<file path="config.mk">
export PLATFORM = sky130hd
export DESIGN_NAME = branch_predictor
export DESIGN_NICKNAME = d
export VERILOG_FILES = /design/src/rtl/branch_predictor.sv
export SDC_FILE = /design/constraint.sdc
export NUM_CORES = 1
export LEC_CHECK = 0
export CAP_MARGIN = 20
export CORE_ASPECT_RATIO = 1.75
export CORE_MARGIN = 1.5
export CORE_UTILIZATION = 47
export CTS_CLUSTER_DIAMETER = 30
export CTS_CLUSTER_SIZE = 40
export DETAILED_ROUTE_END_ITERATION = 16
export GPL_TIMING_DRIVEN = 0
export PLACE_DENSITY_LB_ADDON = 0.1
export SETUP_SLACK_MARGIN = 0.3
export SLEW_MARGIN = 10
export SYNTH_ARGS = -nofsm -noshare
export SYNTH_HDL_FRONTEND = slang
export SYNTH_SLANG_ARGS = --single-unit
</file>
<file path="constraint.sdc">
create_clock -name clk -period 3.44 [get_ports clk]
set_input_delay 0.688 -clock clk [delete_from_list [all_inputs] [get_ports clk]]
set_output_delay 0.688 -clock clk [all_outputs]
set_load 0.005 [all_outputs]
</file>
<file path="src/rtl/branch_predictor.sv">
// PC-indexed table of 2-bit saturating counters with branch/mispredict
// performance counters; lookup is combinational, training lands on the next edge.
module branch_predictor #(
  parameter int unsigned IDX_BITS = 4,
  parameter int unsigned CNT_W    = 16
) (
  input  logic             clk,
  input  logic             rst_n,
  input  logic [31:0]      pc_IF,
  output logic             branch_predict_IF,
  input  logic [31:0]      pc_EX,
  input  logic             btype_EX,
  input  logic             stall_EX,
  input  logic             branch_predict_EX,
  input  logic             branch_result_EX,
  output logic [CNT_W-1:0] branch_cnt,
  output logic [CNT_W-1:0] mispredict_cnt
);

  localparam int unsigned ENTRIES = 1 << IDX_BITS;

  logic [1:0]          table_q [ENTRIES];
  logic [1:0]          table_d [ENTRIES];
  logic [CNT_W-1:0]    branch_cnt_q, branch_cnt_d;
  logic [CNT_W-1:0]    mispredict_cnt_q, mispredict_cnt_d;
  logic [IDX_BITS-1:0] idx_if, idx_ex;
  logic                upd;

  assign idx_if = pc_IF[IDX_BITS+1:2];
  assign idx_ex = pc_EX[IDX_BITS+1:2];
  assign upd    = btype_EX & ~stall_EX;

  // No bypass: IF always sees the registered entry, even when EX writes it.
  assign branch_predict_IF = table_q[idx_if][1];
  assign branch_cnt        = branch_cnt_q;
  assign mispredict_cnt    = mispredict_cnt_q;

  always_comb begin
    table_d = table_q;
    if (upd) begin
      if (branch_result_EX) begin
        if (table_q[idx_ex] != 2'b11) table_d[idx_ex] = table_q[idx_ex] + 2'b01;
      end else begin
        if (table_q[idx_ex] != 2'b00) table_d[idx_ex] = table_q[idx_ex] - 2'b01;
      end
    end
  end

  always_comb begin
    branch_cnt_d     = branch_cnt_q;
    mispredict_cnt_d = mispredict_cnt_q;
    if (upd) begin
      if (!(&branch_cnt_q)) branch_cnt_d = branch_cnt_q + 1'b1;
      if ((branch_predict_EX != branch_result_EX) && !(&mispredict_cnt_q))
        mispredict_cnt_d = mispredict_cnt_q + 1'b1;
    end
  end

  always_ff @(posedge clk or negedge rst_n) begin
    if (!rst_n) begin
      for (int unsigned i = 0; i < ENTRIES; i++) table_q[i] <= 2'b01;
      branch_cnt_q     <= '0;
      mispredict_cnt_q <= '0;
    end else begin
      table_q          <= table_d;
      branch_cnt_q     <= branch_cnt_d;
      mispredict_cnt_q <= mispredict_cnt_d;
    end
  end

endmodule

</file>
Yosys cells after proc, flatten, opt, wreduce, memory -nomap -nowiden
Cells that the tools add are included.

Bits in registers: 64. Memory bits (read-only): 0. Bits in latches: 0. Memories: 0. Input bits: 70. Logic and storage cells: 56. RAM bits: 0. Output and inout bits: 33.

Shift-type cells: 0. Add/sub/neg operators: 4. Mux-type cells: 13. Magnitude comparators: 3. $mul: 0. Equal/unequal tests: 3. Reductions and logical operators: 10. Bitwise gates (word level): 5. Divide/modulo/power cells: 0.

Operators by type and width (number): 32-bit two-way mux (3); 32-bit bitwise mux (2); 16-bit by 1-bit adder with 16-bit output (second input constant) (2); 16-bit AND reduction (2); 2-bit binary-select mux with 4-bit select (2); 5-bit greater-or-equal comparator (second input constant) (2); 2-bit two-way mux (5); 4-bit NOT with 5-bit output (2); 2-bit demux with 4-bit select (1); 5-bit by 1-bit less-than comparator with 1-bit output (second input constant) (1); 2-bit AND reduction (2); 2-bit nonzero test (2); 3-bit AND reduction (1); 2-bit by 1-bit adder with 2-bit output (second input constant) (1); 1-bit logical AND (2); 2-bit by 1-bit inequality test with 1-bit output (second input constant) (1); 2-bit inequality test (second input constant) (1); 1-bit NOT (2); 2-bit by 1-bit subtractor with 2-bit output (second input constant) (1); 1-bit AND (1); 1-bit logical NOT (1); 1-bit inequality test (1).

Logic depth before layout (Yosys ltp)
Depth after elaboration: 8. Gate-level depth with buffers: 11. Gate-level depth less buffers: 9.

Worst setup path after synthesis
No wires, ideal clock.

Kind: input port to flip-flop. Start: input pc_EX[3]. End: register table_q[17] (netlist bit). Arrival: 3011 ps. Buffers on the path: 2. Setup slack: 305 ps. Required time: 3315 ps. Cell stages on the path: 11. Cells stage by stage: buf_2 buf_2 mux4_2 a22oi_1 and2_1 inv_1 ha_1 mux2_2 nand4b_1 nor2_1 mux2_2.

Word-level cells in the longest chain between the ends: 8.

Ends and longest elaborated chain: from (decl) (RTL line 11) `input logic [31:0] pc_EX,`; 4-bit NOT with 5-bit output (implied by the code) (*) (RTL line 42, 44); 2-bit binary-select mux with 4-bit select, or another cell as far along (RTL line 42, 44); 2-bit two-way mux (implied by the code) or 1-bit logical AND (tied branches) (RTL line 42, 44); 2-bit two-way mux (implied by the code) (RTL line 42, 44); 2-bit by 1-bit subtractor with 2-bit output, or another cell as far along (RTL line 44) `if (table_q[idx_ex] != 2'b00) table_d[idx_ex] = table_q[idx_ex] - 2'b01;`; 32-bit bitwise mux, on equally long branches (RTL line 44, 42); 32-bit two-way mux, on equally long branches (RTL line 44, 42); 32-bit two-way mux (RTL line 41) `if (branch_result_EX) begin`; to (signal assigned) (RTL line 65) `table_q <= table_d;`; to (decl) (RTL line 22) `logic [1:0] table_q [ENTRIES];`.

Mark *: on every way between the ends. The rest lies on a longest branch, timed or not. The select of a mux whose other input is x is not followed. A chain may end at the register's enable or synchronous reset.

Worst setup path in the final report
Start: input pc_EX[2]. End: register table_q[17] (netlist bit).

Same word-level chain as after synthesis.

==> results.md <==
- Status: completed
- Netlist Area Pre-Place: 3448 um^2
- WP data arrival: 3.27 ns
- Synth area leaders: dfrtp_1 35%, mux2_2 14%, dfstp_2 12%
- Final nets: 413
- DIE AREA: 7880 um^2
- Hold Vio Cnt, Final: 0
- Via-to-Cell Ratio: 5.730
- First-pass GRT wire length: 12260 um
- MaxCap Viol Count: 0
- Final hold slack: 0.3559 ns
- Die Wd: 67.75 um
- Post-synthesis async set-or-reset flop share: 100.0%
- Drt total wl: 7438 um
- Clock transition at the registers of the reported paths: 0.05 ns
- Post-DR wirelength/cell: 17.30 um
- Initial antenna violation count: 0
- DP HPWL: 5407 um
- Post-route insts no fill: 430
- Slew of the pin with the lowest slew margin: 0.6372 ns
- Fmax: 0.3260 GHz
- TritonCTS clock tree: done
- Post-route minimum period: 3.067 ns
- Crit path largest cell delay: 0.39 ns
- Fraction of layout cells with a size suffix above 1: 32.27%
- Core Area: 7182 um^2
- Vias post-DR: 2464
- Type of the most critical hold path: input pin to async pin
- Synth cell types: 43
- # IOs: 103
- Crit share post-route: 89.17%
- Gr usage total: 21.10%
- TritonCTS Sinks: 64
- Util after Layout: 61.03%
- Largest net degree at the start of global routing: 65
- Slew margin rel.: 57.52%
- Syn nets: 356
- Starting density of the core: 48.01%
- Row cnt: 41
- Leakage: 0.001818 uW
- Post-route DRC: 0
- CP Capture Type: flip-flop
- ANT cells: 0
- Crit-path cells: buf_2 > buf_6 > mux2_2 > o22a_1 > o221a_2 > ha_1 > mux2_2 > nand4b_1 > buf_4 > nor2_2 > mux2_2
- Root Buffer Master: clkbuf_16
- Cells after synthesis: 282
- Startpoint types: input pin
- Gpl congestion: 0.8143
- Congestion Overflow GR: 0
- Worst Clk Skew: 0.005371 ns
- Drt pass-1 iters: 4
- Dpl cells: 413
- Peak VDD IR: 0.0004660 V
- Later-pin clock latency in the skew report: 0.32 ns
- Vias in the first global route: 2488
- Register area share after synthesis: 47.02%
- P per Cell Area: 633.2 nW/um^2
- IO Port Bufs: 44
- Buf/Inv on CP: 3
- EDFF count, synth: 0
- Final Power: 2775 uW
- Yosys warnings: 0
- RSZ-0062 raised after global routing: no
- Clock buffer depth: 2
- Syn-to-layout area delta: 27.10%
- Cts bufs inserted: 9
- Cell taking the most area after synthesis: dfrtp_1
- DIE HEIGHT: 116.3 um
- Avg Inst Size Synth: 12.23 um^2
- Post-route ant nets: 0
- Share of the synthesized area in the top cell type: 34.83%
- Crit-path most repeated cell: mux2_2
- Top_reg_cell synth: dfrtp_1
- Pins Over Slew Limit: 0
- Yosys reg bits: 64
- Slowest CP cell: mux2_2
- Req. time, crit path: 3.64 ns
- CTS HTree Levels: 3
- Setup Crit Path Kind: input pin to flip-flop
- Cell family with most CP delay: multiplexers
- Final Setup Violations: 0
- CP Max Fanout: 10
- Violation count after the first detailed-route iteration: 108
synthesized netlist by cell type, types with 3 or more instances:
library cell,n
nand2_1,25
buf_2,5
dfrtp_1,48
xnor2_1,20
nor2b_1,3
nand2b_1,3
ha_1,4
xor2_1,3
o21ai_0,7
mux2_2,43
clkbuf_1,4
mux2i_1,6
a31oi_1,5
nand4b_1,3
nand3_1,8
and3_1,6
o211ai_1,6
nor2_1,14
nand4_1,9
dfstp_2,16
inv_1,5
mux4_2,9
cells by family after synthesis:
group	after synthesis	share of synthesized area, %
AO/OA/AOI/OAI	29	5.878
XOR/XNOR	23	5.842
buffers and inverters	14	1.705
adder cells (fa/ha/maj)	4	1.451
AND/OR/NAND/NOR	90	16.44
multiplexers	58	21.66
flip-flops	64	47.02
timing repair:
item | CTS | global route
resized for setup | 19 | 5
hold buffers | 0 | 0
setup endpoints to repair | 33 | 16
pin swaps | 1 | 0
setup buffers | 0 | 1
cell usage in the layout, fill, tap and decap left out, types with 4 or more instances in the layout:
| cell type | netlist | final |
|---|---|---|
| clkbuf_16 | 0 | 9 |
| nand2_1 | 25 | 25 |
| nor2_1 | 14 | 10 |
| mux4_2 | 9 | 9 |
| nand3_1 | 8 | 8 |
| dfstp_2 | 16 | 16 |
| mux2i_1 | 6 | 6 |
| o211ai_1 | 6 | 6 |
| mux2_2 | 43 | 43 |
| ha_1 | 4 | 4 |
| inv_1 | 5 | 5 |
| and3_1 | 6 | 6 |
| clkbuf_1 | 4 | 5 |
| xnor2_1 | 20 | 19 |
| clkdlybuf4s50_1 | 0 | 39 |
| nand4_1 | 9 | 9 |
| dfrtp_1 | 48 | 48 |
| o21ai_0 | 7 | 5 |
| a31oi_1 | 5 | 5 |
| nor2_2 | 0 | 4 |
power by group:
| group | internal (uW) | switching [uW] |
|---|---|---|
| clock network | 617 | 307 |
| registers | 985 | 162 |
| logic | 415 | 289 |
| total | 2020 | 759 |
final cells by class:
cell class | instances | area (um^2)
multi-input combinational | 204 | 1805
clock inverter | 3 | 40.04
timing repair buffer | 46 | 464.2
inverter | 5 | 18.77
fill | 609 | 2799
tap | 86 | 107.6
sequential | 64 | 1622
clock buffer | 13 | 270.3
buffer | 9 | 55.05
path summary, 6_finish.rpt:
check / end / slack (ns) / startpoint / cells past startpoint
max in group asynchronous: async pin / 2.76 / rst_n / 2
min in group clk: mispredict_cnt[14]$_DFFE_PN0P_ / 0.51 / mispredict_cnt[14]$_DFFE_PN0P_ / 1
setup reg to reg: table_q[17]$_DFFE_PN0P_ / 0.60 / table_q[1]$_DFFE_PN0P_ / 10
hold reg to reg: mispredict_cnt[14]$_DFFE_PN0P_ / 0.51 / mispredict_cnt[14]$_DFFE_PN0P_ / 1
setup / recovery: table_q[17]$_DFFE_PN0P_ / 0.37 / pc_EX[2] / 11
hold / removal: table_q[5]$_DFFE_PN0P_ / 0.36 / rst_n / 2
through the flow:
stage / area, um^2 / TNS (ns) / worst slack (ns)
floorplan: 3448 / 0 / 0.3045
global placement: 3996 / -28.28 / -0.4708
detailed placement: 4021 / -7.003 / -0.3351
CTS: 4363 / 0 / 0.3153
global route: 4383 / 0 / 0.3036
finish: 4383 / 0 / 0.3727
metal layers:
metal	up-vias	GRT usage (%)	share of wire, %
li1	1167	-	-
met1	1228	25.03	40
met2	56	36.01	54
met3	13	4.624	3.9
met4	0	8.980	2.5
met5	-	0	0
(Power assumes the default switching activity.)
